<file path="src/rtl/mem_read_arbiter_pkg.sv">
// mem_read_arbiter_pkg: shared line-geometry constants and arbiter state type
package mem_read_arbiter_pkg;
  localparam int DCACHE_LINE_SIZE = 16;
  localparam int DCACHE_LINE_OFFSET = 4;
  localparam int LINE_BITS = DCACHE_LINE_SIZE * 8;
  localparam int LINE_OFFSET = DCACHE_LINE_OFFSET;
  typedef enum logic [0:0] {ARB_IDLE = 1'b0, ARB_WAIT = 1'b1} arb_state_t;
endpackage

</file>
<file path="src/rtl/mem_read_arbiter_rr_pick.sv">
// rr_pick: first set bit of pending at or after ptr, wrapping
module rr_pick #(
  parameter int N = 2,
  parameter int IW = $clog2(N)
) (
  input  logic [N-1:0]  pending,
  input  logic [IW-1:0] ptr,
  output logic [IW-1:0] winner,
  output logic          any_valid
);
  // scan from the farthest offset back to ptr so the closest pending index wins
  always_comb begin
    winner = '0;
    any_valid = 1'b0;
    for (int k = N - 1; k >= 0; k--) begin
      if (pending[(int'(ptr) + k) % N]) begin
        winner = IW'((int'(ptr) + k) % N);
        any_valid = 1'b1;
      end
    end
  end
endmodule

</file>
<file path="src/rtl/mem_read_arbiter.sv">
// mem_read_arbiter: round-robin sharing of one line-refill read channel with same-line merging
module mem_read_arbiter
  import mem_read_arbiter_pkg::*;
#(
  parameter int NUM_REQ = 2,
  parameter int ADDR_WIDTH = 32,
  parameter int LINE_OFFSET = mem_read_arbiter_pkg::LINE_OFFSET,
  parameter int LINE_BITS = mem_read_arbiter_pkg::LINE_BITS
) (
  input  logic                          clk,
  input  logic                          rst,
  input  logic [NUM_REQ-1:0]            req_valid,
  input  logic [NUM_REQ*ADDR_WIDTH-1:0] req_addr,
  output logic [NUM_REQ-1:0]            resp_valid,
  output logic [LINE_BITS-1:0]          resp_data,
  output logic                          mem_req_valid,
  output logic [ADDR_WIDTH-1:0]         mem_req_addr,
  input  logic                          mem_resp_valid,
  input  logic [LINE_BITS-1:0]          mem_resp_data
);
  localparam int IW = $clog2(NUM_REQ);
  localparam logic [ADDR_WIDTH-1:0] LINE_MASK = ~((ADDR_WIDTH'(1) << LINE_OFFSET) - ADDR_WIDTH'(1));
  arb_state_t state;
  logic [NUM_REQ-1:0] pending, merged, match, done, avail;
  logic [ADDR_WIDTH-1:0] pend_addr [NUM_REQ];
  logic [ADDR_WIDTH-1:0] req_line [NUM_REQ];
  logic [IW-1:0] grant, rr_ptr, winner;
  logic any_valid;
  assign avail = pending & ~merged;
  rr_pick #(.N(NUM_REQ), .IW(IW)) u_pick (
    .pending  (avail),
    .ptr      (rr_ptr),
    .winner   (winner),
    .any_valid(any_valid)
  );
  // line-align incoming addresses and find requesters that can ride on the in-flight line
  always_comb begin
    for (int i = 0; i < NUM_REQ; i++) begin
      req_line[i] = req_addr[i*ADDR_WIDTH +: ADDR_WIDTH] & LINE_MASK;
      match[i] = state == ARB_WAIT && IW'(i) != grant &&
                 (pending[i] ? pend_addr[i] == pend_addr[grant]
                             : req_valid[i] && req_line[i] == pend_addr[grant]);
    end
    done = (state == ARB_WAIT && mem_resp_valid) ? ((NUM_REQ'(1) << grant) | merged | match) : '0;
    resp_valid = done;
    resp_data = |done ? mem_resp_data : '0;
    mem_req_valid = state == ARB_IDLE && any_valid;
    mem_req_addr = mem_req_valid ? pend_addr[winner] : '0;
  end
  // request latching, merge tracking, grant issue and completion
  always_ff @(posedge clk or posedge rst) begin
    if (rst) begin
      state <= ARB_IDLE;
      pending <= '0;
      merged <= '0;
      grant <= '0;
      rr_ptr <= '0;
      for (int i = 0; i < NUM_REQ; i++) pend_addr[i] <= '0;
    end else begin
      for (int i = 0; i < NUM_REQ; i++) begin
        if (done[i]) pending[i] <= 1'b0;
        else if (req_valid[i] && !pending[i]) begin
          pending[i] <= 1'b1;
          pend_addr[i] <= req_line[i];
        end
      end
      merged <= (merged | match) & ~done;
      if (mem_req_valid) begin
        state <= ARB_WAIT;
        grant <= winner;
        rr_ptr <= winner == IW'(NUM_REQ - 1) ? '0 : winner + IW'(1);
      end else if (state == ARB_WAIT && mem_resp_valid) state <= ARB_IDLE;
    end
  end
endmodule
</file>
<file path="config.mk">
export PLATFORM = sky130hd
export DESIGN_NAME = mem_read_arbiter
export DESIGN_NICKNAME = d
export VERILOG_FILES = /design/src/rtl/mem_read_arbiter_pkg.sv /design/src/rtl/mem_read_arbiter_rr_pick.sv /design/src/rtl/mem_read_arbiter.sv
export SDC_FILE = /design/constraint.sdc
export NUM_CORES = 1
export LEC_CHECK = 0
export CORE_MARGIN = 10
export CORE_UTILIZATION = 35
export CTS_BUF_LIST = sky130_fd_sc_hd__clkbuf_16
export DETAILED_ROUTE_END_ITERATION = 6
export PLACE_DENSITY_LB_ADDON = 0.08
export SLEW_MARGIN = 5
export SYNTH_ARGS = -nofsm -noshare
export SYNTH_HDL_FRONTEND = slang
export SYNTH_SLANG_ARGS = --single-unit
</file>
<file path="constraint.sdc">
create_clock -name clk -period 2.9 [get_ports clk]
set_input_delay 0.58 -clock clk [delete_from_list [all_inputs] [get_ports clk]]
set_output_delay 0.58 -clock clk [all_outputs]
set_load 0.01 [all_outputs]
</file>
Yosys cells after proc, flatten, opt, wreduce, memory -nomap -nowiden. Index checks and enable logic that the tools add are counted. W data, S select, Z words.

$lt $le $gt $ge: 4. Muxes and demuxes: 27. Shifts and indexed selects: 1. $add $sub $neg: 2. Equality and inequality tests: 4. Reduce and logical (&&, ||, !) cells: 18. Bitwise gates (word level): 14.

Operator list (count): $mux W32 (7); $eq A32 B32 Y1 (4); $mux W128 (1); $mux W1 (18); $logic_and A1 B1 Y1 (10); $or A2 B2 Y2 (3); $reduce_bool A2 Y1 (3); $and A2 B2 Y2 (2); $ge A2 B2 Y1 const B (2); $not A1 Y1 (4); $not A1 Y2 (2); $not A2 Y2 (2); $reduce_and A2 Y1 (2); $lt A2 B3 Y1 const B (1); $add A1 B1 Y1 const B (2); $logic_not A1 Y1 (2); $lt A1 B2 Y1 const B (1); $mux W2 (1); $reduce_or A2 Y1 (1); $shl A1 B1 Y2 const A (1); $and A1 B1 Y1 const A (1).

Word-level logic and storage cells: 78. Bits in registers: 63. Input port bits: 197.

Logic depth before layout (Yosys ltp). Gate-level depths: netlist (run 1).

Depth after elaboration: 12. Mapped depth: 10. Gate-level depth less buffers: 6.

Modules after synthesis. A second synthesis (run 1) with hierarchy kept.

Cell total of the unflattened synthesis: 746. Area total of the unflattened synthesis: 6212.2 um2.

Modules (own cells, without submodules): mem_read_arbiter (times used 1, seq. area each 1576.5 um2, area each 6194.7 um2, cells an instance 743); rr_pick (times used 1, seq. area each 0.0 um2, area each 17.5 um2, cells an instance 3).

Worst setup path after synthesis (run 1). No wires, ideal clock.

Kind: register to output. From: reg pend_addr[7] in the netlist's numbering. To: out resp_valid[0]. Cell stages (with the launch flop): 7. Required time: 2.320 ns. Slack: 0.313 ns. Data arrival time: 2.007 ns. Cells stage by stage: dfrtp_1 xnor2_1 o221ai_1 or4_1 or4_1 o21ai_0 o21a_1.

Word-level cells in the longest chain between the ends: 9. Elaborated cells between the ends (all ways): 10. Classes of those cells: eq/ne (2); mux (5); bitwise (1); reduce/logical (2).

Ends and longest elaborated chain: from (decl) (RTL line mem_read_arbiter.sv:25) `logic [ADDR_WIDTH-1:0] pend_addr [NUM_REQ];`; from (signal, indexed assignment) (RTL line mem_read_arbiter.sv:64) `pend_addr[i] <= req_line[i];`; $mux W32 (implied by the code) * (3 in a row) (RTL line mem_read_arbiter.sv:41, mem_read_arbiter.sv:42); $eq A32 B32 Y1 (RTL line mem_read_arbiter.sv:42) `: req_valid[i] && req_line[i] == pend_addr[grant]);`; $logic_and A1 B1 Y1 (RTL line mem_read_arbiter.sv:42); $mux W1 * (RTL line mem_read_arbiter.sv:41) `(pending[i] ? pend_addr[i] == pend_addr[grant]`; $logic_and A1 B1 Y1 * (RTL line mem_read_arbiter.sv:40) `match[i] = state == ARB_WAIT && IW'(i) != grant &&`; $or A2 B2 Y2 * (RTL line mem_read_arbiter.sv:44) `done = (state == ARB_WAIT && mem_resp_valid) ? ((NUM_REQ'(1) << grant) | merged | match) : '0;`; $mux W2 * (RTL line mem_read_arbiter.sv:44); to (decl) (RTL line mem_read_arbiter.sv:14) `output logic [NUM_REQ-1:0] resp_valid,`.

Mark *: on every way between the ends. The rest lies on a longest branch, timed or not. The select of a mux whose other input is x is not followed.

Final worst setup path (run 1).
From: reg pend_addr[48] in the netlist's numbering. To: out resp_valid[0].

Word-level cells in the longest chain between the ends: 9. Elaborated cells between the ends (all ways): 10. Classes of those cells: eq/ne (2); mux (5); bitwise (1); reduce/logical (2).

Ends and longest elaborated chain (RTL line): $mux W32 (implied by the code) (3 in a row) (mem_read_arbiter.sv:41, mem_read_arbiter.sv:42); $eq A32 B32 Y1 (mem_read_arbiter.sv:42); $logic_and A1 B1 Y1 (mem_read_arbiter.sv:42); $mux W1 * (mem_read_arbiter.sv:41); $logic_and A1 B1 Y1 * (mem_read_arbiter.sv:40); $or A2 B2 Y2 * (mem_read_arbiter.sv:44); $mux W2 * (mem_read_arbiter.sv:44).

Marks and branches as above.

==> run metrics, run 1 <==
vias in the first global route=8922; clock latency on the worst-skew pair=340 ps; Fillers=1502; Max stage delay on crit path=roughly 570 ps; via/cell ratio=approximately 6; ys flop type=dfrtp_1; switching power=0.00546 W; Crit path top cell by count=or4_4; TritonRoute pass-1 iters=6; Ys Warns=0; ANT cells=0; unrepaired setup endpoints after global routing=yes; GRT overflow=0; gr usage total=32.0%; post-synthesis sequential area ratio=between 20% and 30%; vias=9109; top post-synthesis cells by area=dfrtp_1, and3_1, xnor2_1; synth cell count leaders=and3_1, dfrtp_1, nand4_1, xnor2_1, nand3_1; Pleak=5.76 nW; Hold Violations, Final=0; Core Rows=just under 50; ys async rst share=100%; die area=between 20000 and 25000 µm²; status=finished, violations left; cell taking the most area after synthesis=dfrtp_1; final design utilization=between 60 and 70%; Antenna Nets Post-Route=0; failing checks=setup timing; path depth of the worst reg2reg path=10; Max-Cap Viols=0; Hold WS=between 500 and 600 ps; Crit Path Max Fanout=2; largest delay contributor family on the critical path=simple AND/OR/NAND/NOR gates; Fin Setup TNS=-449 ps; GP Congestion=roughly 1.0; post-synth top area share=24.4%; Top-Level Pins=between 300 and 400; startpoint types=flip-flop; clock skew=10.0 ps; layout cells sized above 1=28.1%; Hold Path Cell Cnt=1; clk sink count=63; # port buffers=roughly 350; Post-Syn Area=between 6000 and 7000 µm²; Worst Hold Path EP=merged[0]$_DFF_PP0_; r2r setup slk=between 150 and 200 ps; count leader, synth=and3_1; Final WS setup=-258 ps; CTS tree=done; Slew headroom=39.7%; Max stage delay cell, worst path=or4_4; Final period util=109%; Pwr Density=a little under 1000 nW/µm²; Tmin final=around 3200 ps; sequential power share=~15%; hold_sp=merged[0]$_DFF_PP0_; CP Buf/Inv Count=2; Slew @ Worst Pin=about 900 ps; Net Sw Frac=~45%; Die W=~160 µm; worst path cell trace=xnor2_1 > buf_4 > nand4_1 > or4_4 > or4_4 > o21ai_2 > o21a_1 > buf_2; Syn Inst Count=752; Hold WC Path Type=reg -> reg; Layout Nets=between 1000 and 1500; Comb power frac=between 70% and 80%; Clk pwr share=8.7%; clk buf depth=2; reg2reg end=pend_addr[49]$_DFFE_PP0P_; VDD IR max=between 0.5 and 0.6 mV; Avg WL per Cell=roughly 27 µm; internal power=between 0.006 and 0.007 W; final wirelength=41100 µm; WP data arrival=2580 ps; root buf cell=clkbuf_16; initial DRC count=about 940; Reg-to-Reg Start=grant$_DFFE_PP0P_; number of synthesized register bits=between 60 and 70; critical path required time=between 2000 and 2500 ps; WS Path Type=reg -> out; number of CTS-inserted buffers=9; Syn Area/Cell=between 8 and 9 µm²; synth unique cells=49; antenna violations before repair=2; Layout area overhead=91.5%; Clock transition at path regs=about 50 ps; DRC Markers=0; area of the core=18100 µm²; post-DP HPWL=~32000 µm; largest net degree at the start of global routing=81; Max Clock Freq=317 MHz; H-tree depth=3; final setup vio count=2; initial core utilization=a little over a third; Final Max Slew Viols=0; Worst setup EP type=output pin; Die Ht=roughly 160 µm; first-pass GRT wire length=just under 60000 µm; Power, Total=about 0.012 W; Post-synth EDFFs=0
## worst reg2reg max path: stages, from the launching register on
cell	delay [ps]
dfrtp_2	450
buf_12	190
mux2i_1	300
buf_4	150
xnor2_1	120
buf_4	180
nor4_2	350
and4_1	440
buf_4	240
nand4_1	120
nand3_1	110
## stage by stage
step           std cells  setup slack (ps)  instance area [µm²]
2_1_floorplan        755               313                 6480
3_3_place_gp        1468              -598                11600
3_5_place_dp        1468              -611                11600
4_1_cts             1491              -274                12100
5_1_grt             1498              -303                12400
6_report            1498              -258                12400
## cells by family (layout without fill, tap and decap cells)
logic type	after synthesis	in the layout	share of synthesized area, %
DFF	63	63	24.4
buffers and inverters	95	609	7.52
muxes	28	28	4.74
xor gates and xnor gates	70	70	9.47
other	1	4	0.0579
AOI/OAI and AO/OA	165	165	22.1
and+or+nand+nor	330	330	31.8
## layer usage
metal  vias to the layer above  GRT usage, %  wire length (µm)
met3                       132          8.02              4630
met1                      4319          37.9             14900
met5                         -             0                13
met2                       698          53.3             19200
met4                         2          15.2              2320
li1                       3958             -                 -
## flip-flops by register name, indices dropped and copies added, names as in the netlist
name and cells:
grant 1, merged 2, pend_addr 56, pending 2
rr_ptr 1, state 1
## area by class of cell
cell class              count  area, µm²  share of cell area, %
inverters                  12       45.0                  0.363
flip-flops and latches     63       1580                   12.7
clock buffers               9        225                   1.82
repair buffers            581       5430                   43.8
multi-input cells         597       4780                   38.5
clock inverters             7       56.3                  0.454
well taps                 229        287                   2.31
## what timing repair did
| action | in CTS | in global routing |
|---|---|---|
| setup buffers | 4 | 6 |
| hold buffers | 0 | 0 |
| cloned | 3 | 2 |
| pin swaps | 12 | 10 |
| resized for setup | 48 | 52 |
| endpoints found under the setup margin | 7 | 41 |
## worst max path at each step
| stage | from | end | depth (start not counted) |
|---|---|---|---|
| 2_1_floorplan | pend_addr[7]$_DFFE_PP0P_ | resp_valid[0] | 6 |
| 3_3_place_gp | req_addr[39] | resp_valid[1] | 8 |
| 3_5_place_dp | req_addr[39] | resp_valid[1] | 8 |
| 4_1_cts | pend_addr[48]$_DFFE_PP0P_ | resp_valid[0] | 8 |
| 5_1_grt | pend_addr[48]$_DFFE_PP0P_ | resp_valid[0] | 8 |
| 6_report | pend_addr[48]$_DFFE_PP0P_ | resp_valid[0] | 8 |
## power groups by stage
| stage | logic, W | registers, W | clock network, W |
|---|---|---|---|
| 6_report | 0.00930 | 0.00183 | 0.00106 |
| 5_1_grt | 0.00976 | 0.00187 | 0.00110 |
| 4_1_cts | 0.00879 | 0.00177 | 0.00107 |
| 3_5_place_dp | 0.00837 | 0.00175 | 0 |
| 3_3_place_gp | 0.00829 | 0.00175 | 0 |
| 2_1_floorplan | 0.00371 | 0.00179 | 0 |
## cell usage in the layout, fill, tap and decap left out, types with 9 or more instances in the layout
master,n
a22oi_1,56
nand3_1,58
mux2i_4,12
dfrtp_1,60
clkdlybuf4s50_1,325
xnor2_1,52
a22o_1,29
buf_12,10
clkbuf_16,10
inv_1,12
mux2i_2,13
dlymetal6s2s_1,17
nor4_2,13
nor4_1,11
nand4_1,61
nand2b_1,13
and3_1,129
xor2_1,9
buf_4,217
o211ai_2,30
o211ai_1,26
(Power assumes the default switching activity.)
==> inputs of run 2 (changes only) <==
--- a/config.mk
+++ b/config.mk
@@ -5,10 +5,10 @@
 export SDC_FILE = /design/constraint.sdc
 export NUM_CORES = 1
 export LEC_CHECK = 0
-export CORE_MARGIN = 10
-export CORE_UTILIZATION = 35
+export CORE_AREA = 2 2 140 142
 export CTS_BUF_LIST = sky130_fd_sc_hd__clkbuf_16
 export DETAILED_ROUTE_END_ITERATION = 6
+export DIE_AREA = 0 0 142 144
 export PLACE_DENSITY_LB_ADDON = 0.08
 export SLEW_MARGIN = 5
 export SYNTH_ARGS = -nofsm -noshare
==> run 2 against run 1 <==
  * The flow still finishes with violations (setup timing)
  * Sequential share of layout area about the same
  * Non-clock buffer count decreased by 2
  * Total power increased by 0.92%
  * Cell area increased by 0.11%
  * Sequential cell count unchanged
  * Worst setup slack got worse by 87 ps
  * First-iteration DRC count increased by 28%
  * Utilization decreased by 3.5 points
  * Clock skew about the same
  * Cell count increased by 0.60%
  * Via count increased by 0.76%
==> run metrics, run 2 (same netlist as run 1, synthesis figures left out) <==
Max stage delay on crit path=580 ps; die area=roughly 20000 µm²; Core Rows=51; final setup vio count=2; DP Cell Count=1467; clock latency on the worst-skew pair=roughly 350 ps; post-DP HPWL=between 30000 and 40000 µm; Pleak=between 5 and 6 nW; Antenna Nets Post-Route=0; number of CTS-inserted buffers=9; Layout area overhead=91.7%; Avg WL per Cell=between 20 and 30 µm; gr busiest metal=met2; Slew @ Worst Pin=between 700 and 800 ps; gr usage total=roughly two fifths; Pwr Density=about 1000 nW/µm²; clock skew=approximately 10 ps; largest delay contributor family on the critical path=simple AND/OR/NAND/NOR gates; layout cells sized above 1=between 20% and 30%; met2 Use GR=between 50% and 60%; Tmin final=roughly 3200 ps; hold_sp=merged[0]$_DFF_PP0_; critical path required time=about 2300 ps; status=finished, violations left; initial DRC count=between 1000 and 1500; Final Max Slew Viols=0; clk sink count=63; startpoint types=flip-flop; root buf cell=clkbuf_16; Clock transition at path regs=~50 ps; Die W=around 140 µm; vias=9178; Top-Level Pins=360; Hold WS=about 520 ps; first-pass GRT wire length=approximately 57000 µm; most flop-heavy register=pend_addr; # port buffers=roughly 350; Final period util=112%; antenna violations before repair=5; VDD IR max=roughly 0.54 mV; Final WS setup=-345 ps; CP Buf/Inv Count=2; largest net degree at the start of global routing=around 130; Post-Layout Cell Count=between 1500 and 2000; most frequent cells in the layout=clkdlybuf4s50_1, buf_4, and3_1, nand4_1, dfrtp_1; worst path cell trace=xnor2_1 > buf_4 > nand4_1 > or4_4 > nor3_2 > nand2_1 > a21oi_2 > buf_2; DRC Markers=0; Max stage delay cell, worst path=or4_4; GP Congestion=between 1 and 1.5; Slew headroom=about half; unrepaired setup endpoints after global routing=yes; Largest register FFs=56; GRT overflow=0; Hold WC Path Type=reg -> reg; commonest non-fill, non-tap cell in the layout=clkdlybuf4s50_1; met3 usage=about 14%; Worst Setup SP=pend_addr[48]$_DFFE_PP0P_; Layout Nets=roughly 1500; Die Ht=144 µm; failing checks=setup timing; M1 GR Usage=between 50% and 60%; final design utilization=between 60% and 70%; CTS tree=done; clk buf depth=2; Post-CTS Hold Buffers=0; initial core utilization=roughly 34%; WS Path Type=reg -> out; Worst setup EP type=output pin; TritonRoute pass-1 iters=6; WP data arrival=between 2000 and 3000 ps; final wirelength=40700 µm; Max Clock Freq=around 310 MHz; Hold Violations, Final=0; H-tree depth=3; Top Registers=pend_addr x56, merged x2, pending x2; Crit Path Max Fanout=2; Max-Cap Viols=0; area of the core=~19000 µm²; Reg-to-Reg Start=grant$_DFFE_PP0P_; vias in the first global route=~8500; via/cell ratio=between 6 and 7
## run 2: cell types whose count changed in the layout (fill, tap and decap cells not counted), sizes merged, moves of 2 or more
cell and change:
buf -5, dlygate4sd2 -2, diode +4, clkbuf +3
dlymetal6s2s -12, clkdlybuf4s50 +14
## run 2: worst paths after layout
kind / slack (ps) / cells past startpoint / endpoint
max: -350 / 8 / resp_valid[1]
min: 520 / 1 / merged[0]$_DFF_PP0_
max reg2reg: 280 / 10 / pend_addr[24]$_DFFE_PP0P_
min reg2reg: 520 / 1 / merged[0]$_DFF_PP0_
max in group asynchronous: 1580 / 3 / pend_addr[17]$_DFFE_PP0P_
min in group asynchronous: 660 / 2 / pend_addr[45]$_DFFE_PP0P_
## run 2: area by class of cell
type / instances / area [µm²]
well taps: 238 / 298
fillers: 1617 / 6670
clock inverters: 5 / 20.0
repair buffers: 579 / 5420
multi-input cells: 597 / 4810
inverters: 12 / 45.0
clock buffers: 9 / 225
diodes: 4 / 10.0
flip-flops and latches: 63 / 1580
## run 2: stage by stage
step / total power, W / worst slack, ps / area [µm²] / TNS, ps
6_report: 0.0123 / -345 / 12400 / -668
5_1_grt: 0.0128 / -388 / 12400 / -933
4_1_cts: 0.0115 / -328 / 12100 / -477
3_5_place_dp: 0.0101 / -628 / 11600 / -1210
3_3_place_gp: 0.0100 / -636 / 11600 / -1220
2_1_floorplan: 0.00550 / 313 / 6480 / 0
## run 2: repair_timing
action | CTS | global route
gates resized for setup | 50 | 32
gates cloned | 1 | 4
buffers inserted | 3 | 14
pin swaps | 7 | 13
hold endpoints to repair | 0 | 0
endpoints found under the setup margin | 3 | 26
## run 2: power breakdown
group	total, W	switching [W]	internal, W	leakage (nW)
registers	0.00182	0.000499	0.00132	0.755
clock network	0.000968	0.000414	0.000555	0.129
logic	0.00952	0.00462	0.00490	4.64
total	0.0123	0.00553	0.00678	5.53
## run 2: per-layer routing
layer | wire (µm) | vias up
met3 | 5740 | 83
met4 | 1140 | 2
met2 | 17100 | 710
li1 | - | 3961
met5 | 16 | -
met1 | 16700 | 4422
